File: config.mk
export PLATFORM = sky130hd
export DESIGN_NAME = sa_tile_scheduler_flat
export DESIGN_NICKNAME = d
export VERILOG_FILES = /design/src/rtl/sa_pkg.sv /design/src/rtl/sa_tile_scheduler_if.sv /design/src/rtl/sa_skew_feeder.sv /design/src/rtl/sa_tile_scheduler.sv /design/src/flat_wrapper.sv
export SDC_FILE = /design/constraint.sdc
export NUM_CORES = 1
export LEC_CHECK = 0
export ABC_AREA = 1
export BUFFER_PORTS_ARGS = -buffer_cell sky130_fd_sc_hd__buf_2
export CORE_AREA = 2 2 348 350
export CTS_CLUSTER_SIZE = 40
export DETAILED_ROUTE_END_ITERATION = 10
export DIE_AREA = 0 0 350 352
export PLACE_DENSITY = 0.37
export SLEW_MARGIN = 10
export SYNTH_ARGS = -nofsm -noshare
export SYNTH_HDL_FRONTEND = slang
export SYNTH_SLANG_ARGS = --single-unit
File: constraint.sdc
create_clock -name clk -period 21.5 [get_ports clk]
set_input_delay 1.075 -clock clk [delete_from_list [all_inputs] [get_ports clk]]
set_output_delay 1.075 -clock clk [all_outputs]
set_load 0.005 [all_outputs]
File: src/rtl/sa_pkg.sv
// Shared sizing helpers, default geometry and state encoding for the
// systolic tile scheduler and its skew feeder.
package sa_pkg;

  localparam int SA_WIDTH = 8;
  localparam int SA_N     = 4;

  function automatic int acc_w(input int width);
    return 2 * width + 2;
  endfunction

  function automatic int feed_len(input int n);
    return 2 * n - 1;
  endfunction

  function automatic int drain_len(input int n);
    return n;
  endfunction

  localparam int ACC_W     = acc_w(SA_WIDTH);
  localparam int FEED_LEN  = feed_len(SA_N);
  localparam int DRAIN_LEN = drain_len(SA_N);

  // Scheduler state encoding, kept as plain constants for legacy tools.
  typedef logic [2:0] state_t;
  localparam state_t IDLE  = 3'd0;
  localparam state_t CLEAR = 3'd1;
  localparam state_t FEED  = 3'd2;
  localparam state_t DRAIN = 3'd3;
  localparam state_t DONE  = 3'd4;

endpackage

File: src/rtl/sa_tile_scheduler_if.sv
// Job and PE-grid signal bundle for the tile scheduler; the slave modport is
// the scheduler's view, the master modport is the surrounding logic's view.
interface sa_tile_scheduler_if
  import sa_pkg::*;
#(
  parameter int WIDTH      = SA_WIDTH,
  parameter int ARRAY_SIZE = SA_N
) ();

  localparam int OP_W  = WIDTH * ARRAY_SIZE * ARRAY_SIZE;
  localparam int LN_W  = WIDTH * ARRAY_SIZE;
  localparam int RES_W = acc_w(WIDTH) * ARRAY_SIZE * ARRAY_SIZE;

  logic             in_valid;
  logic             in_ready;
  logic [OP_W-1:0]  in1;
  logic [OP_W-1:0]  in2;
  logic             pe_clear;
  logic [LN_W-1:0]  left;
  logic [LN_W-1:0]  up;
  logic [RES_W-1:0] sum;
  logic             out_valid;
  logic             out_ready;
  logic [RES_W-1:0] result;
  logic             busy;

  modport slave (
    input  in_valid, in1, in2, sum, out_ready,
    output in_ready, pe_clear, left, up, out_valid, result, busy
  );

  modport master (
    output in_valid, in1, in2, sum, out_ready,
    input  in_ready, pe_clear, left, up, out_valid, result, busy
  );

endinterface

File: src/rtl/sa_skew_feeder.sv
// Registered skewed edge feeds for the systolic grid: lane i of left carries
// A[i][step-i], lane j of up carries B[step-j][j], zero when disabled.
module sa_skew_feeder
  import sa_pkg::*;
#(
  parameter int WIDTH      = SA_WIDTH,
  parameter int ARRAY_SIZE = SA_N,
  parameter int STEP_W     = 3
) (
  input  logic                                clk,
  input  logic                                rst,
  input  logic [WIDTH*ARRAY_SIZE*ARRAY_SIZE-1:0] a,
  input  logic [WIDTH*ARRAY_SIZE*ARRAY_SIZE-1:0] b,
  input  logic [STEP_W-1:0]                   step,
  input  logic                                en,
  output logic [WIDTH*ARRAY_SIZE-1:0]         left,
  output logic [WIDTH*ARRAY_SIZE-1:0]         up
);

  logic [WIDTH*ARRAY_SIZE-1:0] left_d;
  logic [WIDTH*ARRAY_SIZE-1:0] up_d;

  // NOTE: every always_comb output gets a default before any condition, so no latch is inferred.
  always_comb begin
    left_d = '0;
    up_d   = '0;
    if (en) begin
      for (int l = 0; l < ARRAY_SIZE; l++) begin
        if (int'(step) >= l && int'(step) - l < ARRAY_SIZE) begin
          left_d[l*WIDTH +: WIDTH] = a[(l*ARRAY_SIZE + int'(step) - l)*WIDTH +: WIDTH];
          up_d[l*WIDTH +: WIDTH]   = b[((int'(step) - l)*ARRAY_SIZE + l)*WIDTH +: WIDTH];
        end
      end
    end
  end

  // NOTE: flops use non-blocking assignments so all registers update from pre-edge values.
  always_ff @(posedge clk or posedge rst) begin
    if (rst) begin
      left <= '0;
      up   <= '0;
    end else begin
      left <= left_d;
      up   <= up_d;
    end
  end

endmodule

File: src/rtl/sa_tile_scheduler.sv
// Per-job sequencer for the NxN output-stationary systolic grid: accept, clear,
// skewed feed, drain, capture, hold. SA_SCHED_PERF_EN adds job/stall counters.
module sa_tile_scheduler
  import sa_pkg::*;
#(
  parameter int WIDTH      = SA_WIDTH,
  parameter int ARRAY_SIZE = SA_N
) (
  input  logic                clk,
  input  logic                rst,
  sa_tile_scheduler_if.slave  bus
`ifdef SA_SCHED_PERF_EN
  ,
  output logic [15:0]         job_count,
  output logic [31:0]         stall_count
`endif
);

  localparam int OP_W   = WIDTH * ARRAY_SIZE * ARRAY_SIZE;
  localparam int RES_W  = acc_w(WIDTH) * ARRAY_SIZE * ARRAY_SIZE;
  localparam int STEP_W = $clog2(2 * ARRAY_SIZE);
  localparam logic [STEP_W-1:0] FEED_LAST  = STEP_W'(feed_len(ARRAY_SIZE) - 1);
  localparam logic [STEP_W-1:0] DRAIN_LAST = STEP_W'(drain_len(ARRAY_SIZE) - 1);

  state_t            state;
  logic [STEP_W-1:0] t;
  logic [STEP_W-1:0] step_nxt;
  logic              feed_en_nxt;
  logic [OP_W-1:0]   a_q;
  logic [OP_W-1:0]   b_q;
  logic [RES_W-1:0]  result_q;
  logic              done;

  assign done          = (state == DONE);
  assign bus.in_ready  = (state == IDLE);
  assign bus.busy      = (state != IDLE);
  assign bus.pe_clear  = (state == CLEAR);
  assign bus.out_valid = done;
  assign bus.result    = result_q;

  always_ff @(posedge clk or posedge rst) begin
    if (rst) begin
      state    <= IDLE;
      t        <= '0;
      result_q <= '0;
    end else begin
      case (state)
        IDLE:  if (bus.in_valid) state <= CLEAR;
        CLEAR: begin
          t     <= '0;
          state <= FEED;
        end
        FEED: begin
          if (t == FEED_LAST) begin
            t     <= '0;
            state <= DRAIN;
          end else begin
            t <= t + 1'b1;
          end
        end
        DRAIN: begin
          if (t == DRAIN_LAST) begin
            t        <= '0;
            result_q <= bus.sum;
            state    <= DONE;
          end else begin
            t <= t + 1'b1;
          end
        end
        DONE:    if (bus.out_ready) state <= IDLE;
        default: state <= IDLE;
      endcase
    end
  end

  // NOTE: operand registers are pure data written on every accept before use, so they carry no reset.
  always_ff @(posedge clk) begin
    if (state == IDLE && bus.in_valid) begin
      a_q <= bus.in1;
      b_q <= bus.in2;
    end
  end

  // The feeder registers its lanes, so it is handed the step of the coming cycle.
  always_comb begin
    feed_en_nxt = 1'b0;
    step_nxt    = '0;
    if (state == CLEAR) begin
      feed_en_nxt = 1'b1;
    end else if (state == FEED && t != FEED_LAST) begin
      feed_en_nxt = 1'b1;
      step_nxt    = t + 1'b1;
    end
  end

  sa_skew_feeder #(
    .WIDTH      (WIDTH),
    .ARRAY_SIZE (ARRAY_SIZE),
    .STEP_W     (STEP_W)
  ) u_feeder (
    .clk  (clk),
    .rst  (rst),
    .a    (a_q),
    .b    (b_q),
    .step (step_nxt),
    .en   (feed_en_nxt),
    .left (bus.left),
    .up   (bus.up)
  );

`ifdef SA_SCHED_PERF_EN
  always_ff @(posedge clk or posedge rst) begin
    if (rst) begin
      job_count   <= '0;
      stall_count <= '0;
    end else begin
      if (done && bus.out_ready && job_count != 16'hFFFF) job_count <= job_count + 16'd1;
      if (done && !bus.out_ready) stall_count <= stall_count + 32'd1;
    end
  end
`endif

endmodule

File: src/flat_wrapper.sv
// flat-port wrapper written by rule: the top's interface ports become plain ports
module sa_tile_scheduler_flat import sa_pkg::*;
#(
  parameter int WIDTH      = SA_WIDTH,
  parameter int ARRAY_SIZE = SA_N
)
  (clk, rst, bus_in_valid, bus_in1, bus_in2, bus_sum, bus_out_ready, bus_in_ready, bus_pe_clear, bus_left, bus_up, bus_out_valid, bus_result, bus_busy);
  sa_tile_scheduler_if #(.WIDTH(WIDTH), .ARRAY_SIZE(ARRAY_SIZE)) bus_i ();
  input  logic clk;
  input  logic rst;
  input wire logic [$bits(bus_i.in_valid)-1:0] bus_in_valid;
  input wire logic [$bits(bus_i.in1)-1:0] bus_in1;
  input wire logic [$bits(bus_i.in2)-1:0] bus_in2;
  input wire logic [$bits(bus_i.sum)-1:0] bus_sum;
  input wire logic [$bits(bus_i.out_ready)-1:0] bus_out_ready;
  output wire logic [$bits(bus_i.in_ready)-1:0] bus_in_ready;
  output wire logic [$bits(bus_i.pe_clear)-1:0] bus_pe_clear;
  output wire logic [$bits(bus_i.left)-1:0] bus_left;
  output wire logic [$bits(bus_i.up)-1:0] bus_up;
  output wire logic [$bits(bus_i.out_valid)-1:0] bus_out_valid;
  output wire logic [$bits(bus_i.result)-1:0] bus_result;
  output wire logic [$bits(bus_i.busy)-1:0] bus_busy;
  assign bus_i.in_valid = bus_in_valid;
  assign bus_i.in1 = bus_in1;
  assign bus_i.in2 = bus_in2;
  assign bus_i.sum = bus_sum;
  assign bus_i.out_ready = bus_out_ready;
  assign bus_in_ready = bus_i.in_ready;
  assign bus_pe_clear = bus_i.pe_clear;
  assign bus_left = bus_i.left;
  assign bus_up = bus_i.up;
  assign bus_out_valid = bus_i.out_valid;
  assign bus_result = bus_i.result;
  assign bus_busy = bus_i.busy;
  sa_tile_scheduler #(.WIDTH(WIDTH), .ARRAY_SIZE(ARRAY_SIZE)) u_core (.clk(clk), .rst(rst), .bus(bus_i));
endmodule
==> results_dict.tcl, run 1 <==
set metrics [dict create \
    yosysTopAreaCellShare 0.366 \
    antenna_found_initial 105 \
    die_area_um2 123000 \
    port_buffers 903 \
    cts_setup_buffers 0 \
    switchingPower_uw 1880 \
    pwr-share-clk 0.265 \
    regToRegEndpoint "u_core.u_feeder.up[28]$_DFF_PP0_" \
    ant_nets 0 \
    holdBufCountCts 0 \
    grt_overflow 0 \
    r2r_setup_slack_ns 17.46 \
    sequentialPowerShare 0.368 \
    synth_common_cells "dfrtp_1 (358), nand2_1 (318), edfxtp_1 (256)" \
    synth-seq-area-share 0.680 \
    post-place-ws_ns 17.10 \
    cts_repair_resize_count 0 \
    grt_start_max_net_pins 179 \
    fmax_ghz 0.248 \
    grt_pass1_vias 18800 \
    swShare 0.378 \
    status "finished, final reports clean" \
    fin_skew_ns 0.0183 \
    cts_htree_levels 3 \
    end_kind "flop" \
    ys.flop_type "dfrtp_1" \
    viasPerCell 4.09 \
    required_ns 22.08 \
    syn-cell-area_um2 24500 \
    netlist_instances 1937 \
    vias 18600 \
    drv_slew 0 \
    hp-class "flop to flop" \
    slew_headroom 0.205 \
    io_pins 904 \
    leakage_uw 0.0153 \
    clock-root-buffer "clkbuf_16" \
    cts.path.max_buffers 3 \
    r2r-start "u_core.t[0]$_DFFE_PP0P_" \
    whs_path_depth 1 \
    drc_errors 0 \
    gp_congestion 0.788 \
    finalNetCount 3405 \
    p_int_uw 3090 \
    finalHoldViolations 0 \
    synth_warnings 0 \
    synthDistinctLibCells 32 \
    period_minus_slack_ns 4.04 \
    num_rows 127 \
    critPathMaxFanout 178 \
    post_drt_wl_per_cell_um 23.1 \
    die_w_um 350 \
    core-area_um2 119000 \
    drive_above_1_share 0.397 \
    fin_setup_tns_ns 0 \
    worst_slack_ns 17.46 \
    worstHoldStart "u_core.bus.result[215]$_DFFE_PP0P_" \
    synth_edf_count 256 \
    synth-async-reset-ratio 0.583 \
    power_density_nw_per_um2 149 \
    grt.total_usage 0.166 \
    peakVddDrop_uv 98.6 \
    drt_iter0_markers 1226 \
    combinationalPowerShare 0.368 \
    drt_wl_total_um 105000 \
    power_uw 4970 \
    clock_sinks 614 \
    min_period_over_period 0.188 \
    cts_tree "yes" \
    die_h_um 352 \
    start_kind "flop" \
    setup_violations 0 \
    reg2reg_depth 13 \
    maxCapViolations 0 \
    synth_nets 2494 \
    utilization 0.280 \
    holdPathEnd "u_core.bus.result[215]$_DFFE_PP0P_" \
    path_class "flop to flop" \
    tightest_slew_ns 1.18 \
    rsz0062_at_grt "no" \
    dpl.hpwl_um 80400 \
    clock_latency_ns 0.63 \
    initial_core_util 0.205 \
    synthTopCellsByArea "dfrtp_1 (37%), edfxtp_1 (31%), mux2_1 (9.3%)" \
    yosysMostFrequentCell "dfrtp_1" \
    ys_seq_elements 614 \
    first_pass_iters 5 \
    nFillCells 12800 \
    cts_inserted_buffers 78 \
    arrival_ns 4.61 \
    clk_pin_slew_worst_paths_ns 0.06 \
    grt_first_pass_wirelength_um 144000 \
    area_growth_syn_to_layout_pct 36.3 \
    avgSynthCellArea_um2 12.6 \
    synth.largest_area_cell "dfrtp_1" \
]
[metal layers]
metal | track usage | part of all wire | up-vias | wire, um
li1 | - | - | 8479 | -
met1 | 0.185 | 0.38 | 8900 | 39800
met2 | 0.279 | 0.48 | 814 | 50900
met3 | 0.0672 | 0.096 | 290 | 10100
met4 | 0.0637 | 0.037 | 70 | 3880
met5 | 0 | 0.0041 | - | 434
[flip-flops by register name (all words and copies together) (netlist names)]
name	count
u_core.a_q	128
u_core.b_q	128
u_core.bus.result	288
u_core.state	3
u_core.t	3
u_core.u_feeder.left	32
u_core.u_feeder.up	32
[power by group through the flow]
stage               clock network, uW  logic (uW)  registers, uW
floorplan                           0         909           1900
global placement                    0        1860           1850
detailed placement                  0        1870           1850
CTS                              1360        1870           1830
global route                     1400        2010           1870
finish                           1310        1830           1830
[placed cells by master, fill, tap and decap left out, types with 6 or more instances in the layout]
cell       count
inv_1        119
clkbuf_16     81
clkinv_1      10
mux2_1       202
dfrtp_1      358
edfxtp_1     256
buf_4         21
a221oi_1       8
ha_1           9
clkinv_2      13
nor2_1       155
inv_2          6
nand3_1       94
buf_2        903
nor3_1        10
mux2_2        86
o22ai_1        9
a21oi_1       66
o21ai_0      118
diode_2       20
clkbuf_1      16
clkbuf_8       9
nand2_1      316
[cell type report]
| class | count | area, um2 | area share |
|---|---|---|---|
| Inverter | 127 | 484 | 0.0145 |
| Timing Repair Buffer | 926 | 4720 | 0.141 |
| Tap cell | 1612 | 2020 | 0.0604 |
| Multi-Input combinational cell | 1101 | 6930 | 0.208 |
| Clock buffer | 106 | 2210 | 0.0662 |
| Antenna cell | 20 | 50.0 | 0.00150 |
| Clock inverter | 35 | 325 | 0.00975 |
| Sequential cell | 614 | 16600 | 0.499 |
[worst max-delay path by stage]
stage                                  startpoint                            endpoint  slack, ns  cells after the start
after global routing      u_core.t[0]$_DFFE_PP0P_    u_core.u_feeder.up[27]$_DFF_PP0_      17.01                     13
after floorplan                      bus_in_valid             u_core.a_q[0]$_DFFE_PP_       9.00                      2
final                     u_core.t[0]$_DFFE_PP0P_    u_core.u_feeder.up[28]$_DFF_PP0_      17.46                     13
after detailed placement                      rst  u_core.bus.result[159]$_DFFE_PP0P_      17.10                      5
after CTS                 u_core.t[0]$_DFFE_PP0P_    u_core.u_feeder.up[28]$_DFF_PP0_      17.22                     13
after global placement                        rst  u_core.bus.result[139]$_DFFE_PP0P_      17.09                      5
[cell families after synthesis]
group,count (synthesis),synth area share
adders and majority gates,9,0.00460
and+or+nand+nor,599,0.100
buffers and inverters,222,0.0387
muxes,288,0.132
DFF,614,0.680
AOI/OAI and AO/OA,205,0.0440
[stage by stage]
step / area [um2] / cells / hold slack [ns]
2_1_floorplan: 24500 / 1937 / 0.478
3_3_place_gp: 30800 / 4380 / 0.470
3_5_place_dp: 30800 / 4380 / 0.475
4_1_cts: 33300 / 4521 / 0.489
5_1_grt: 33400 / 4535 / 0.496
6_report: 33400 / 4541 / 0.481
[critical path: stages, from the launching register on]
cell and delay (ns):
dfrtp_1 0.35, inv_1 0.11, ha_1 0.23, nand2_1 0.11, nand2_1 0.14, nor2_4 0.15
buf_12 0.44, ha_1 0.30, ha_1 0.61, clkinv_1 0.71, nor4_2 0.43, buf_4 0.23
nand2_1 0.08, inv_1 0.06
Power figures use the tool's default switching activity.
==> run 2, diff against run 1 <==
- CORE_AREA: 2 2 348 350 -> 2 2 356 358
- DIE_AREA: 0 0 350 352 -> 0 0 358 360
- clock period: 21.5 -> 3.6 ns (I/O delays scaled with it)
==> run 2 against run 1 <==
Against the previous run: clock power grew to 6.0 times the previous value; critical path depth did not move; sequential power rose to 6.0 times the previous value; worst setup slack got worse by 17 ns; fmax rose by 34%; sequential share of layout area fell by 7.4 points; die area up 4.6%; largest cell class unchanged.
==> results_dict.tcl, run 2 (synthesis gave the netlist of run 1 again) <==
set metrics [dict create \
    holdWs_ns 0.212 \
    post_drt_wl_per_cell_um 20.7 \
    hp-class "input pin to flop" \
    cts_tree "yes" \
    final_common_cell "buf_2" \
    r2r_setup_slack_ns 0.59 \
    drv_slew 0 \
    status "finished, final reports clean" \
    cts.path.max_buffers 3 \
    core-area_um2 125000 \
    path_class "flop to flop" \
    final_cell_area_um2 39200 \
    rsz0062_at_grt "no" \
    finalHoldViolations 0 \
    drive_above_1_share 0.342 \
    holdPathEnd "u_core.a_q[4]$_DFFE_PP_" \
    peakVddDrop_uv 593 \
    fin_setup_tns_ns 0 \
    io_pins 904 \
    power_density_nw_per_um2 771 \
    drt_wl_total_um 106000 \
    reg2reg_depth 13 \
    gp_congestion 0.827 \
    tightest_slew_ns 0.822 \
    finalNetCount 3982 \
    largest_reg_flops 288 \
    nFillCells 12900 \
    leakage_uw 0.0177 \
    port_buffers 903 \
    post-place-ws_ns 0.599 \
    worstHoldStart "bus_in1[4]" \
    antenna_found_initial 28 \
    die_h_um 360 \
    period_minus_slack_ns 3.01 \
    fin_skew_ns 0.0318 \
    clock_sinks 614 \
    ant_nets 0 \
    cts_inserted_buffers 78 \
    initial_core_util 0.196 \
    cts_setup_buffers 0 \
    placed_area_um2 31200 \
    grt.total_usage 0.161 \
    slowest_stage "dfrtp_1" \
    drc_errors 0 \
    first_pass_iters 5 \
    min_period_over_period 0.837 \
    max_stage_delay_ns 0.38 \
    clk_pin_slew_worst_paths_ns 0.06 \
    die_area_um2 129000 \
    vias 20300 \
    worst_slack_ns 0.588 \
    dpl.hpwl_um 80600 \
    cts_htree_levels 3 \
    area_growth_syn_to_layout_pct 60.2 \
    path_cells "inv_1 -> ha_1 -> a21oi_1 -> nand2_1 -> inv_1 -> ha_1 -> ha_1 -> buf_4 -> clkinv_1 -> nor4_2 -> buf_4 -> nand2_1 -> inv_1" \
    fmax_ghz 0.332 \
    drt_iter0_markers 1049 \
    die_w_um 358 \
    grt_overflow 0 \
    grt_start_max_net_pins 87 \
    regArea_um2 16600 \
    arrival_ns 3.62 \
    cp_num_buf_inv 6 \
    final_cell_mix "buf_2 (903), dlygate4sd3_1 (547), dfrtp_1 (358), nand2_1 (316), edfxtp_1 (256)" \
    clock-root-buffer "clkbuf_16" \
    regToRegEndpoint "u_core.u_feeder.up[29]$_DFF_PP0_" \
    maxCapViolations 0 \
    viasPerCell 3.94 \
    grt_pass1_vias 21600 \
    whs_path_depth 2 \
    grt_first_pass_wirelength_um 151000 \
    utilization 0.314 \
    end_kind "flop" \
    num_rows 130 \
    critPathMaxFanout 18 \
    critPathTopFamily "buffers and inverters" \
    required_ns 4.21 \
    clock_latency_ns 0.68 \
    setup_violations 0 \
    slew_headroom 0.446 \
    r2r-start "u_core.t[0]$_DFFE_PP0P_" \
    start_kind "flop" \
    multi_input_area_um2 6930 \
]
-- run 2: worst max path at each step --
stage	startpoint	endpoint	slack (ns)	cells past startpoint
4_1_cts	u_core.t[0]$_DFFE_PP0P_	u_core.u_feeder.up[29]$_DFF_PP0_	0.56	13
5_1_grt	u_core.t[0]$_DFFE_PP0P_	u_core.u_feeder.up[30]$_DFF_PP0_	0.31	13
2_1_floorplan	u_core.state[0]$_DFFE_PP0P_	u_core.a_q[0]$_DFFE_PP_	-1.43	5
3_5_place_dp	u_core.t[0]$_DFFE_PP0P_	u_core.u_feeder.up[30]$_DFF_PP0_	0.60	13
3_3_place_gp	u_core.t[0]$_DFFE_PP0P_	u_core.u_feeder.up[29]$_DFF_PP0_	0.68	13
6_report	u_core.t[0]$_DFFE_PP0P_	u_core.u_feeder.up[29]$_DFF_PP0_	0.59	13
-- run 2: power by group --
| group | internal [uW] | leakage, uW | switching [uW] |
|---|---|---|---|
| sequential | 9840 | 0.00665 | 1060 |
| combinational | 4540 | 0.00985 | 6990 |
| clock | 4560 | 0.00124 | 3240 |
-- run 2: worst register-to-register path: cells and delay by family (launching register included) --
kind	cells	cell delay, ns
AOI/OAI and AO/OA	1	0.21
adders and majority gates	3	0.61
buffers and inverters	6	1.07
DFF	1	0.38
and+or+nand+nor	3	0.70
-- run 2: repair_timing --
| item | 4_1_cts | 5_1_grt |
|---|---|---|
| hold buffers | 547 | 0 |
| gates resized for setup | 0 | 0 |
| endpoints found under the hold margin | 560 | 0 |
-- run 2: through the flow --
stage                     instances  total power [uW]
final                          5146             30200
after detailed placement       4448             22300
after floorplan                1937             16600
after CTS                      5133             30800
after global routing           5141             32300
after global placement         4448             22300
-- run 2: layer usage --
layer / up-vias / share of wire / track usage
li1: 9621 / - / -
met1: 9798 / 0.40 / 0.189
met2: 727 / 0.49 / 0.278
met3: 147 / 0.088 / 0.0590
met4: 2 / 0.021 / 0.0356
met5: - / 0.000066 / 0
-- run 2: layout make-up --
cell class                      instances  share of cell area
Antenna cell                           13            0.000829
Clock buffer                          110              0.0572
Clock inverter                         28             0.00654
Inverter                              127              0.0122
Multi-Input combinational cell       1101               0.177
Sequential cell                       614               0.424
Tap cell                             1650              0.0526
Timing Repair Buffer                 1503               0.270
